===== src/rtl/instr_fetch.sv =====
// -----------------------------------------------------------------------------
// instr_fetch
//
// Single-issue instruction fetch stage. Holds the fetch PC, issues one request
// at a time to instruction memory over a req/ack handshake, and captures the
// returned word into an instruction register. Decode (and the immediate
// extender via instr_o[31:7]) sees the held instruction together with its
// address and address+4. Redirects from execute arrive on pcsrc_i/pctarget_i;
// flush_i discards whatever is in flight and refetches from pctarget_i.
//
// Ports
//   clk_i          rising-edge clock
//   rst_n_i        asynchronous active-low reset
//   stall_i        decode not ready: hold the delivered instruction
//   pcsrc_i        take redirect to pctarget_i when the instruction is consumed
//   pctarget_i     redirect / flush target address
//   flush_i        drop in-flight fetch or held instruction, refetch target
//   imem_req_o     fetch request (held until ack)
//   imem_addr_o    fetch address, stable while a request is outstanding
//   imem_ack_i     memory response valid (one cycle per request)
//   imem_rdata_i   returned instruction word
//   instr_o        held instruction (NOP_INSTR when nothing valid)
//   instr_valid_o  instr_o is a real instruction
//   pc_o           address of instr_o
//   pcplus4_o      pc_o + 4 (wraps modulo 2^32)
//   misalign_o     sticky misaligned-target flag
//
// Build option
//   MISALIGN_TRAP_EN  when defined, a misaligned redirect/flush target sets
//                     misalign_o and parks the stage in HALT until reset.
//                     When undefined, target bits [1:0] are cleared on load
//                     and misalign_o is constant 0.
// -----------------------------------------------------------------------------
module instr_fetch #(
    parameter logic [31:0] RESET_PC  = 32'h0000_0000,
    parameter logic [31:0] NOP_INSTR = 32'h0000_0013
) (
    input  logic        clk_i,
    input  logic        rst_n_i,
    input  logic        stall_i,
    input  logic        pcsrc_i,
    input  logic [31:0] pctarget_i,
    input  logic        flush_i,
    output logic        imem_req_o,
    output logic [31:0] imem_addr_o,
    input  logic        imem_ack_i,
    input  logic [31:0] imem_rdata_i,
    output logic [31:0] instr_o,
    output logic        instr_valid_o,
    output logic [31:0] pc_o,
    output logic [31:0] pcplus4_o,
    output logic        misalign_o
);

`ifdef MISALIGN_TRAP_EN
    typedef enum logic [1:0] {
        FETCH   = 2'd0,
        DELIVER = 2'd1,
        HALT    = 2'd2
    } state_e;
`else
    typedef enum logic [1:0] {
        FETCH   = 2'd0,
        DELIVER = 2'd1
    } state_e;
`endif

    state_e      state_q, state_d;
    logic [31:0] pc_q, pc_d;          // address of the next instruction to fetch
    logic [31:0] addr_q, addr_d;      // address presented to memory
    logic        req_q, req_d;
    logic        kill_q, kill_d;      // outstanding request's data must be dropped
    logic [31:0] instr_q, instr_d;
    logic        valid_q, valid_d;
    logic [31:0] pco_q, pco_d;
    logic [31:0] pcp4_q, pcp4_d;

    logic [31:0] target;
    logic [31:0] seq_pc;
    logic        fetch_ack;

`ifdef MISALIGN_TRAP_EN
    logic        misalign_q, misalign_d;
    logic        takes_target;
    logic        trap;

    // Raw target is kept so the offending address is visible in pc_q.
    assign target = pctarget_i;

    // Any path that loads pctarget_i into pc_q this cycle.
    assign takes_target = ((state_q == FETCH) && flush_i) ||
                          ((state_q == DELIVER) && (flush_i || (!stall_i && pcsrc_i)));
    assign trap         = takes_target && (pctarget_i[1:0] != 2'b00);
`else
    function automatic logic [31:0] align_target(input logic [31:0] t);
        return t & 32'hFFFF_FFFC;
    endfunction

    assign target = align_target(pctarget_i);
`endif

    assign seq_pc = pc_q + 32'd4;

    // req_q is only ever set while in FETCH, so it also marks the state.
    assign fetch_ack = req_q && imem_ack_i;

    always_comb begin
        state_d = state_q;
        pc_d    = pc_q;
        kill_d  = kill_q;
        instr_d = instr_q;
        valid_d = valid_q;
        pco_d   = pco_q;
        pcp4_d  = pcp4_q;
`ifdef MISALIGN_TRAP_EN
        misalign_d = misalign_q;
`endif

        case (state_q)
            FETCH: begin
                if (flush_i) begin
                    // The memory transaction runs to completion; if it has not
                    // returned yet its data is marked for discard. A flush that
                    // coincides with the ack simply drops that data.
                    pc_d   = target;
                    kill_d = req_q && !imem_ack_i;
                end else if (fetch_ack) begin
                    if (kill_q) begin
                        kill_d = 1'b0;
                    end else begin
                        instr_d = imem_rdata_i;
                        pco_d   = pc_q;
                        pcp4_d  = seq_pc;
                        valid_d = 1'b1;
                        state_d = DELIVER;
                    end
                end
            end

            DELIVER: begin
                if (flush_i || !stall_i) begin
                    state_d = FETCH;
                    valid_d = 1'b0;
                    instr_d = NOP_INSTR;
                    if (flush_i || pcsrc_i) begin
                        pc_d = target;
                    end else begin
                        pc_d = seq_pc;
                    end
                end
            end

`ifdef MISALIGN_TRAP_EN
            HALT: begin
                state_d = HALT;
            end
`endif

            default: begin
                state_d = FETCH;
            end
        endcase

`ifdef MISALIGN_TRAP_EN
        if (trap) begin
            state_d    = HALT;
            misalign_d = 1'b1;
            kill_d     = 1'b0;
            valid_d    = 1'b0;
            instr_d    = NOP_INSTR;
        end
`endif

        req_d = (state_d == FETCH);

        // Freeze the bus address while a request is outstanding so a flush
        // never disturbs the transaction; otherwise track the next PC.
        if (req_q && !imem_ack_i) begin
            addr_d = addr_q;
        end else begin
            addr_d = pc_d;
        end
    end

    always_ff @(posedge clk_i or negedge rst_n_i) begin
        if (!rst_n_i) begin
            state_q <= FETCH;
            pc_q    <= RESET_PC;
            addr_q  <= RESET_PC;
            req_q   <= 1'b0;
            kill_q  <= 1'b0;
            instr_q <= NOP_INSTR;
            valid_q <= 1'b0;
            pco_q   <= RESET_PC;
            pcp4_q  <= RESET_PC + 32'd4;
`ifdef MISALIGN_TRAP_EN
            misalign_q <= 1'b0;
`endif
        end else begin
            state_q <= state_d;
            pc_q    <= pc_d;
            addr_q  <= addr_d;
            req_q   <= req_d;
            kill_q  <= kill_d;
            instr_q <= instr_d;
            valid_q <= valid_d;
            pco_q   <= pco_d;
            pcp4_q  <= pcp4_d;
`ifdef MISALIGN_TRAP_EN
            misalign_q <= misalign_d;
`endif
        end
    end

    assign imem_req_o    = req_q;
    assign imem_addr_o   = addr_q;
    assign instr_o       = instr_q;
    assign instr_valid_o = valid_q;
    assign pc_o          = pco_q;
    assign pcplus4_o     = pcp4_q;
`ifdef MISALIGN_TRAP_EN
    assign misalign_o    = misalign_q;
`else
    assign misalign_o    = 1'b0;
`endif

endmodule


===== config.mk =====
export PLATFORM = sky130hd
export DESIGN_NAME = instr_fetch
export DESIGN_NICKNAME = d
export VERILOG_FILES = /design/src/rtl/instr_fetch.sv
export SDC_FILE = /design/constraint.sdc
export NUM_CORES = 1
export LEC_CHECK = 0
export BUFFER_PORTS_ARGS = -buffer_cell sky130_fd_sc_hd__buf_2
export CAP_MARGIN = 30
export CORE_MARGIN = 1.5
export CORE_UTILIZATION = 40
export DETAILED_ROUTE_END_ITERATION = 12
export GPL_TIMING_DRIVEN = 0
export SLEW_MARGIN = 10
export SYNTH_ARGS = -nofsm -noshare
export SYNTH_HDL_FRONTEND = slang
export SYNTH_SLANG_ARGS = --single-unit

===== constraint.sdc =====
create_clock -name clk_i -period 4.31 [get_ports clk_i]
set_clock_uncertainty 0.2 [all_clocks]
set_input_delay 0 -clock clk_i [delete_from_list [all_inputs] [get_ports clk_i]]
set_output_delay 0 -clock clk_i [all_outputs]
set_load 0.005 [all_outputs]

==> results of run 1 <==
metal layers:
| layer | global-route usage, % | part of all wire, % | up-vias |
|---|---|---|---|
| li1 | - | - | 3318 |
| met1 | 34.3 | 44 | 3414 |
| met2 | 40.1 | 47 | 286 |
| met3 | 4.65 | 6.3 | 50 |
| met4 | 9.59 | 2.6 | 0 |
| met5 | 0 | 0 | - |
sequential cells by signal, indices dropped and copies added, names as in the netlist:
signal and cells:
instr_valid_o 1, pc_o 32, pc_q 32, pcplus4_o 30, imem_addr_o 32, kill_q 1, instr_o 32, imem_req_o 1
state_q 2
placed cells by master (no fill, tap or decap), drive strengths merged, types with 4 or more instances in the layout:
cell / netlist / layout
a221o: 7 / 7
dfstp: 4 / 4
a221oi: 4 / 4
mux2: 18 / 18
o211ai: 5 / 5
nand3: 19 / 19
nor2: 36 / 36
clkbuf: 44 / 63
dlygate4sd3: 0 / 70
nand4: 13 / 13
nand2: 159 / 159
a22oi: 7 / 7
and3: 6 / 6
clkinv: 1 / 5
nor2b: 10 / 10
o22a: 4 / 4
nand2b: 8 / 8
and4: 7 / 7
xor2: 6 / 6
a31oi: 17 / 17
and3b: 4 / 4
nor3: 18 / 18
a22o: 31 / 31
inv: 9 / 12
xnor2: 16 / 16
o21ai: 58 / 58
nor4: 13 / 13
dfrtp: 159 / 159
or3: 6 / 6
a21oi: 15 / 15
buf: 21 / 220
power by group through the flow:
stage          sequential, uW  clock, uW  combinational [uW]
3_5_place_dp             2130          0                1090
6_report                 2110       1580                1150
4_1_cts                  2110       1600                1150
2_1_floorplan            2130          0                 516
3_3_place_gp             2140          0                1070
5_1_grt                  2160       1670                1280
timing repair:
action | 4_1_cts | 5_1_grt
gates resized for setup | 0 | 0
endpoints found under the hold margin | 253 | 0
hold buffers | 71 | 0
through the flow:
step / util (%) / hold WS, ps / setup slack [ps] / cells
CTS: 55.0 / 66.6 / 1400 / 1304
global route: 55.0 / 138 / 1160 / 1304
finish: 55.0 / 88.4 / 1380 / 1304
global placement: 47.5 / 23.1 / 473 / 1201
floorplan: - / -496 / 2060 / 770
detailed placement: 47.8 / -214 / 1460 / 1203
Yosys cell counts (5+ instances only):
library cell and count:
buf_2 16, a22o_1 31, mux2_2 17, a31oi_1 17
and3_1 6, o21ai_0 57, a21oi_1 15, nand4_1 11
xnor2_1 16, inv_1 8, nor3_1 17, xor2_1 6
nor2b_1 10, nor2_1 36, o211ai_1 5, clkbuf_1 42
nor4_1 9, or3_1 6, a221o_1 7, nand3_1 17
nand2b_1 8, and4_1 7, dfrtp_1 159, a22oi_1 7
nand2_1 159
cells by family (layout without fill, tap and decap cells):
| logic type | Yosys count | in the layout | synth area share, % |
|---|---|---|---|
| AO/OA/AOI/OAI | 179 | 179 | 16.4 |
| adder cells (fa/ha/maj) | 1 | 1 | 0.165 |
| buffers and inverters | 75 | 375 | 4.16 |
| flip-flops | 163 | 163 | 53.9 |
| multiplexers | 19 | 19 | 2.86 |
| XOR/XNOR | 22 | 22 | 2.54 |
| other | 1 | 2 | 0.0495 |
| AND/OR/NAND/NOR | 309 | 309 | 20.0 |
tightest hold or removal path: stages:
cell	delay, ps
buf_2	120
nand2b_1	170
a211oi_2	190
nor2b_1	180
final timing paths:
| kind | startpoint | end | slack (ps) |
|---|---|---|---|
| max | pc_q[2] | imem_addr_o[28] | 1380 |
| min reg2reg | pc_o[11] | pc_o[11] | 270 |
| max reg2reg | pc_q[2] | imem_addr_o[28] | 1380 |
| max in group asynchronous | rst_n_i | pc_o[29] | 2900 |
| min | stall_i | pc_q[0] | 90 |
| min in group asynchronous | rst_n_i | instr_o[0] | 490 |
final cells by class:
type	instances	share of cell area (%)
inverter	10	0.366
sequential	163	39.9
buffer	65	2.71
tap	234	2.86
clock buffer	19	4.42
timing repair buffer	270	17.2
multi-input combinational	532	31.1
clock inverter	11	1.48
==> summary.md, run 1 <==
| Metric | Value |
|---|---|
| Max-Cap Viols | `0` |
| Fin crit share | `67.9%` |
| Crit-path slowest cell | `nor4_1` |
| TritonCTS Buffers | `17` |
| Worst reg-to-reg path cell count | `7` |
| GRT Total Usage | `about a quarter` |
| Post-CTS Setup Bufs | `0` |
| Post-synth EDFFs | `0` |
| Setup-failing EPs final | `0` |
| Reg power frac | `43.6%` |
| PwrDens | `between 400 and 500 nW/um^2` |
| Sink Count | `between 150 and 200` |
| Most used DFF post-synth | `dfrtp_1` |
| Max_slew headroom | `46.0%` |
| Root buf cell | `clkbuf_16` |
| Synth area leader | `dfrtp_1` |
| Die Ht | `141 um` |
| Largest net degree at the start of global routing | `a little under 100` |
| CTS tree | `done` |
| Fmax | `342 MHz` |
| Grt ovf | `0` |
| Tmin final | `2930 ps` |
| Skew-Pair Late Insertion Delay | `430 ps` |
| N_diodes | `0` |
| I/O pins | `~200` |
| I/O Buffers | `about 200` |
| Critical Path RT | `4400 ps` |
| Syn avg cell area | `about 9.9 um^2` |
| CP Capture Type | `register` |
| Cell Int Power | `between 3000 and 4000 uW` |
| Worst-Margin Slew | `about 810 ps` |
| RePlAce Congestion | `0.908` |
| Gate power share | `23.7%` |
| Status | `finished clean` |
| Synthesized flop and latch total | `approximately 160` |
| Final ANT Viol Nets | `0` |
| P_leak | `~0.005 uW` |
| CP top delay family | `simple AND/OR/NAND/NOR gates` |
| Library cells used by synthesis | `roughly 70` |
| Vias | `7,068` |
| WHS Path Cells | `4` |
| Largest cells by area after synthesis | `dfrtp_1 (52%), nand2_1 (7.9%), o21ai_0 (3.8%), a22o_1 (3.6%), mux2_2 (2.5%)` |
| Startpoint Class | `register` |
| First-pass GRT wire length | `between 30,000 and 40,000 um` |
| Die X | `about 140 um` |
| Sequential share of the synthesized area | `a little over half` |
| WL final | `~25,000 um` |
| DIE AREA | `a little under 20,000 um^2` |
| Switch Pwr | `~1500 uW` |
| Routed WL per cell | `18.8 um` |
| Switching portion of total power | `30.1%` |
| Drt drc | `0` |
| Post-Route Setup TNS | `0 ps` |
| Hold Path Class | `in -> reg` |
| Cells after Synth | `approximately 770` |
| Fill count | `around 1,700` |
| 1st-iter DRT viols | `645` |
| Core outline area | `between 15,000 and 20,000 um^2` |
| Synthesis warning total | `0` |
| Starting Density | `between 40% and 50%` |
| Yosys top cell area share | `52.5%` |
| Post-Syn Area | `roughly 7600 um^2` |
| Nets | `between 1,000 and 1,500` |
| Fraction of layout cells with a size suffix above 1 | `a little over a quarter` |
| Unrepaired setup endpoints after global routing | `false` |
| Multi-input gate area | `about 3200 um^2` |
| Critical Path Max Stage Delay | `between 500 and 600 ps` |
| WP buf/inv | `1` |
| Design Area, Final | `between 10,000 and 15,000 um^2` |
| DP Area | `8910 um^2` |
| Avg Vias per Cell | `approximately 5.4` |
| Total power | `~4800 uW` |
| Register area | `approximately 4000 um^2` |
| Ys async rst share | `between 90% and 100%` |
| Peak supply drop | `about 0.26 mV` |
| Slew Limit Fails | `0` |
| Vias in the first global route | `roughly 7,000` |
| WP data arrival | `3010 ps` |
| Initial antenna violation count | `0` |
| Critical path depth | `7` |
| Crit-path cells | `ha_1, nand3_1, nor4_1, clkdlybuf4s15_2, a21boi_0, o21ai_0, a21oi_1` |
| Cell Rows | `50` |
| HPWL after detailed placement | `~17,000 um` |
| Clock transition at path regs | `roughly 60 ps` |
| Area Overhead vs Synth | `35.1%` |
| Clock buffer depth | `2` |
| Final Hold Fails | `0` |
| CP Class | `reg -> reg` |
| H-tree depth | `4` |
| Clock power share | `between 30% and 40%` |
| First drt pass iteration count | `5` |
| Worst-path fanout max | `8` |
(Power assumes the default switching activity.)
==> run 2: changes to the inputs <==
==> constraint.sdc (replaced) <==
create_clock -name clk_i -period 2.85 [get_ports clk_i]
set_clock_uncertainty 0.2 [all_clocks]
set_input_delay 0 -clock clk_i [delete_from_list [all_inputs] [get_ports clk_i]]
set_output_delay 0 -clock clk_i [all_outputs]
set_load 0.005 [all_outputs]
==> summary.md, run 2 (same netlist as run 1, synthesis figures left out) <==
| Metric | Value |
|---|---|
| Final ANT Viol Nets | `0` |
| P_leak | `0.00496 uW` |
| Crit-path cells | `ha_1, and3_1, nand4_2, nor4_2, mux2i_1, a31oi_1` |
| Worst-Margin Slew | `between 700 and 800 ps` |
| I/O Buffers | `around 200` |
| 1st-iter DRT viols | `529` |
| GRT Total Usage | `about a quarter` |
| Avg Vias per Cell | `5.36` |
| Worst-path fanout max | `8` |
| Initial antenna violation count | `0` |
| Final Hold Fails | `0` |
| Critical Path RT | `2940 ps` |
| Area Overhead vs Synth | `35.3%` |
| TritonCTS Buffers | `17` |
| Die Ht | `roughly 140 um` |
| Tmin final | `about 2600 ps` |
| DP Area | `8910 um^2` |
| Vias | `~7,000` |
| Grt ovf | `0` |
| Cell Rows | `50` |
| Largest net degree at the start of global routing | `slightly below 100` |
| Slew Limit Fails | `0` |
| Switch Pwr | `2200 uW` |
| CTS tree | `done` |
| PwrDens | `between 700 and 800 nW/um^2` |
| Total placed cells including tap cells | `1,203` |
| Fill count | `roughly 1,700` |
| Fmax | `379 MHz` |
| CP Capture Type | `register` |
| Die X | `141 um` |
| Skew-Pair Late Insertion Delay | `approximately 430 ps` |
| Status | `finished clean` |
| Multi-input gate area | `3220 um^2` |
| Hold Path Class | `in -> reg` |
| Switching portion of total power | `a little under a third` |
| WP data arrival | `around 2700 ps` |
| I/O pins | `about 200` |
| Core outline area | `18,600 um^2` |
| Routed WL per cell | `between 15 and 20 um` |
| Cell Int Power | `between 5000 and 6000 uW` |
| Sink Count | `~160` |
| Fraction of layout cells with a size suffix above 1 | `between 20% and 30%` |
| Max-Cap Viols | `0` |
| Starting Density | `approximately two fifths` |
| Vias in the first global route | `around 7,000` |
| WHS Path Cells | `4` |
| Drt drc | `0` |
| Unrepaired setup endpoints after global routing | `false` |
| Nets | `1,128` |
| Design Area, Final | `between 10,000 and 15,000 um^2` |
| WL final | `around 24,000 um` |
| Most frequent cells in the layout | `buf_2 (212), nand2_1 (159), dfrtp_1 (159)` |
| First-pass GRT wire length | `approximately 38,000 um` |
| Peak supply drop | `0.410 mV` |
| Crit-path slowest cell | `nor4_2` |
| CP Class | `reg -> reg` |
| Clock buffer depth | `2` |
| Worst reg-to-reg path cell count | `6` |
| Clock power share | `around 33%` |
| First drt pass iteration count | `5` |
| RePlAce Congestion | `between 0.9 and 1` |
| N_diodes | `0` |
| Most common cell after layout, fill and taps aside | `buf_2` |
| Root buf cell | `clkbuf_16` |
| HPWL after detailed placement | `17,200 um` |
| Setup-failing EPs final | `0` |
| Startpoint Class | `register` |
| Max_slew headroom | `approximately 48%` |
| Critical Path Max Stage Delay | `about 480 ps` |
| Register area | `about 4100 um^2` |
| H-tree depth | `4` |
| Gate power share | `23.7%` |
| Reg power frac | `around 44%` |
| Post-route non-filler standard cell count | `between 1,000 and 1,500` |
| DIE AREA | `roughly 20,000 um^2` |
| Fin crit share | `between 90% and 100%` |
| Clock transition at path regs | `~60 ps` |
run 2: cell types whose count changed in the layout (fill, tap and decap cells not counted):
cell           previous run  this run
dlygate4sd3_1            70        68
nor4_1                    9         7
o21ai_0                  57        55
o21ai_1                   1         3
clkbuf_1                 42        41
clkbuf_2                  2         3
nor4_2                    3         4
nor4_4                    1         2
nor4b_2                   1         0
nor4b_4                   0         1
run 2: metal layers:
| layer | routed length, um | track usage, % |
|---|---|---|
| met5 | 0 | 0 |
| met4 | 591 | 9.59 |
| met1 | 11000 | 34.2 |
| met3 | 1330 | 4.65 |
| met2 | 11600 | 40.2 |
run 2: layout make-up:
class / instances / area share (%)
sequential: 163 / 39.8
multi-input combinational: 532 / 31.4
timing repair buffer: 268 / 17.0
clock buffer: 19 / 4.42
tap: 234 / 2.85
buffer: 65 / 2.72
clock inverter: 11 / 1.48
inverter: 10 / 0.366
run 2: power groups by stage:
stage	Sequential [uW]	Clock (uW)	Combinational (uW)
floorplan	3230	0	780
global placement	3230	0	1610
detailed placement	3220	0	1650
CTS	3190	2420	1730
global route	3260	2520	1930
finish	3200	2390	1730
run 2: path summary, 6_finish.rpt:
kind / from / to / slack, ps
worst max-delay path: pc_q[2] / imem_addr_o[26] / 210
worst min-delay path: stall_i / pc_q[0] / 80
worst max register to register: pc_q[2] / imem_addr_o[26] / 210
worst min register to register: pc_o[11] / pc_o[11] / 270
max in group asynchronous: rst_n_i / imem_addr_o[23] / 1430
min in group asynchronous: rst_n_i / instr_o[4] / 490
run 2: timing repair:
action                                  4_1_cts  5_1_grt
hold buffers                                 69        0
endpoints found under the hold margin       253        0
resized for setup                             1        7
buffers inserted                              0        0
endpoints found under the setup margin        2       16
run 2: worst max-delay path, delay by kind of cell, from the launching register on:
kind / cells / cell delay [ps]
AND/OR/NAND/NOR: 3 / 1090
multiplexers: 1 / 320
AO/OA/AOI/OAI: 1 / 120
flip-flops: 1 / 470
adder cells (fa/ha/maj): 1 / 290
run 2: per-stage QoR:
stage                     power [uW]  utilization, %  hold slack [ps]  worst slack (ps)  setup TNS, ps
after floorplan                 4010               -             -496               602              0
after global placement          4840            47.5             23.1              -987        -155120
after detailed placement        4870            47.8             -214             -3.77          -3.77
after CTS                       7350            54.9             66.6              88.6              0
after global routing            7710            55.0              135              48.3              0
final                           7320            55.0             78.0               208              0
==> run 3: changes to the inputs <==
--- a/config.mk
+++ b/config.mk
@@ -7,7 +7,7 @@
 export LEC_CHECK = 0
 export BUFFER_PORTS_ARGS = -buffer_cell sky130_fd_sc_hd__buf_2
 export CAP_MARGIN = 30
-export CORE_MARGIN = 1.5
+export CORE_MARGIN = 8
 export CORE_UTILIZATION = 40
 export DETAILED_ROUTE_END_ITERATION = 12
 export GPL_TIMING_DRIVEN = 0
==> summary.md, run 3 (same netlist as run 1, synthesis figures left out) <==
| Metric | Value |
|---|---|
| Crit-path slowest cell | `dfrtp_1` |
| WP buf/inv | `1` |
| Skew-Pair Late Insertion Delay | `440 ps` |
| RePlAce Congestion | `0.882` |
| Critical Path RT | `2960 ps` |
| GRT busiest layer | `met2` |
| CP Class | `reg -> reg` |
| Cell Rows | `50` |
| First-pass GRT wire length | `approximately 41,000 um` |
| Crit-path cells | `ha_1, nand3_1, nor4_2, clkdlybuf4s15_2, a31oi_1, o21ai_0, nand2_1` |
| Drt drc | `0` |
| Total power | `~7300 uW` |
| Fin crit share | `between 90% and 100%` |
| Met1 Usage GRT | `a little over a quarter` |
| Root buf cell | `clkbuf_16` |
| P_leak | `0.00493 uW` |
| CTS tree | `done` |
| N_diodes | `0` |
| Max-Cap Viols | `0` |
| WL final | `26,000 um` |
| Most common cell after layout, fill and taps aside | `buf_2` |
| WHS Path Cells | `3` |
| Clock buffer depth | `2` |
| Area Overhead vs Synth | `35.1%` |
| Worst-path fanout max | `8` |
| Clock transition at path regs | `around 70 ps` |
| Die X | `~150 um` |
| Vias | `7,005` |
| WP data arrival | `between 2000 and 3000 ps` |
| Avg Vias per Cell | `5.38` |
| Worst reg-to-reg path cell count | `7` |
| Startpoint Class | `register` |
| Worst-Margin Slew | `slightly above 800 ps` |
| Status | `finished clean` |
| First drt pass iteration count | `5` |
| Hold path start | `flush_i` |
| Routed WL per cell | `roughly 20 um` |
| RR Startpoint | `pc_q[2]` |
| 1st-iter DRT viols | `slightly above 400` |
| Unrepaired setup endpoints after global routing | `false` |
| GRT Total Usage | `between 20 and 25%` |
| Tmin final | `2730 ps` |
| Most frequent cells in the layout | `buf_2 (212), nand2_1 (159), dfrtp_1 (159)` |
| PwrDens | `717 nW/um^2` |
| Fmax | `around 370 MHz` |
| Initial antenna violation count | `1` |
| Largest net degree at the start of global routing | `roughly 110` |
| Final Hold Fails | `0` |
| TritonCTS Buffers | `17` |
| DIE AREA | `approximately 24,000 um^2` |
| Critical Path Max Stage Delay | `between 400 and 500 ps` |
| Met3 Use GR | `6.73%` |
| Post-CTS Setup Bufs | `0` |
| Global-route met2 utilization | `between 30% and 40%` |
| Slew Limit Fails | `0` |
| Grt ovf | `0` |
| Design Area, Final | `between 10,000 and 15,000 um^2` |
| Vias in the first global route | `around 7,400` |
| Nets | `between 1,000 and 1,500` |
| I/O pins | `between 200 and 250` |
| Final ANT Viol Nets | `0` |
| Max_slew headroom | `45.5%` |
| Hold Path Sink | `pc_q[29]` |
| Die Ht | `between 150 and 200 um` |
| Flop-to-flop setup slack | `~120 ps` |
| Sink Count | `163` |
| I/O Buffers | `197` |
| Fraction of layout cells with a size suffix above 1 | `27.5%` |
| Starting Density | `roughly two fifths` |
| Setup-failing EPs final | `0` |
| Hold Path Class | `in -> reg` |
| CP top delay family | `simple AND/OR/NAND/NOR gates` |
| Peak supply drop | `0.463 mV` |
| Core outline area | `roughly 19,000 um^2` |
| RR Endpoint | `pcplus4_o[24]` |
| HPWL after detailed placement | `approximately 19,000 um` |
| CP Capture Type | `register` |
| H-tree depth | `4` |
| DP Area | `just under 9000 um^2` |
[run 3: cell types whose count changed in the layout (fill, tap and decap cells not counted), sizes merged]
| cell | change |
|---|---|
| inv | +3 |
| clkinv | -2 |
| bufinv | -1 |
| clkbuf | +1 |
| clkinvlp | +1 |
| dlygate4sd3 | -1 |
[run 3: worst max-delay path by stage]
stage | from | to | cells past startpoint
global placement | rst_n_i | instr_o[30] | 1
detailed placement | pc_q[2] | imem_addr_o[28] | 7
CTS | pc_q[2] | imem_addr_o[24] | 7
finish | pc_q[2] | pcplus4_o[24] | 7
floorplan | pc_q[2] | imem_addr_o[26] | 6
global route | pc_q[2] | imem_addr_o[24] | 7
[run 3: worst min-delay path: cells and delay by family]
family | cells | cell delay, ps
AO/OA/AOI/OAI | 1 | 400
AND/OR/NAND/NOR | 1 | 80
buffers and inverters | 1 | 120
[run 3: power breakdown]
group	internal [uW]	switching (uW)	leakage, uW
Combinational	830	931	0.00260
Clock	1360	1020	0.000290
Sequential	2860	332	0.00205
Total	5050	2290	0.00493
[run 3: area by class of cell]
type | count | area [um^2]
Multi-Input combinational cell | 532 | 3220
Buffer | 65 | 279
Clock buffer | 20 | 457
Tap cell | 234 | 293
Sequential cell | 163 | 4080
Timing Repair Buffer | 267 | 1730
Fill cell | 1739 | 8400
Inverter | 10 | 37.5
Clock inverter | 12 | 144
[run 3: stage by stage]
step	hold WS (ps)	utilization, %	setup slack (ps)	instances	TNS [ps]
final	35.8	54.9	118	1303	0
after global routing	44.9	54.9	20.9	1303	0
after CTS	6.26	54.8	53.2	1303	0
after detailed placement	-239	47.8	-34.5	1203	-36.4
after global placement	23.1	47.5	-1010	1201	-159150
after floorplan	-496	-	602	770	0
[run 3: per-layer routing]
metal	wire (um)	vias to the layer above	share of wire (%)
met5	13	-	0.050
met4	589	2	2.3
met3	1920	42	7.4
met2	12200	282	47
met1	11300	3370	43
li1	-	3309	-
[run 3: timing repair]
action,in CTS,in global routing
setup endpoints to repair,3,18
hold endpoints to repair,253,0
gates resized for setup,2,6
hold buffers,68,0
cloned,0,0
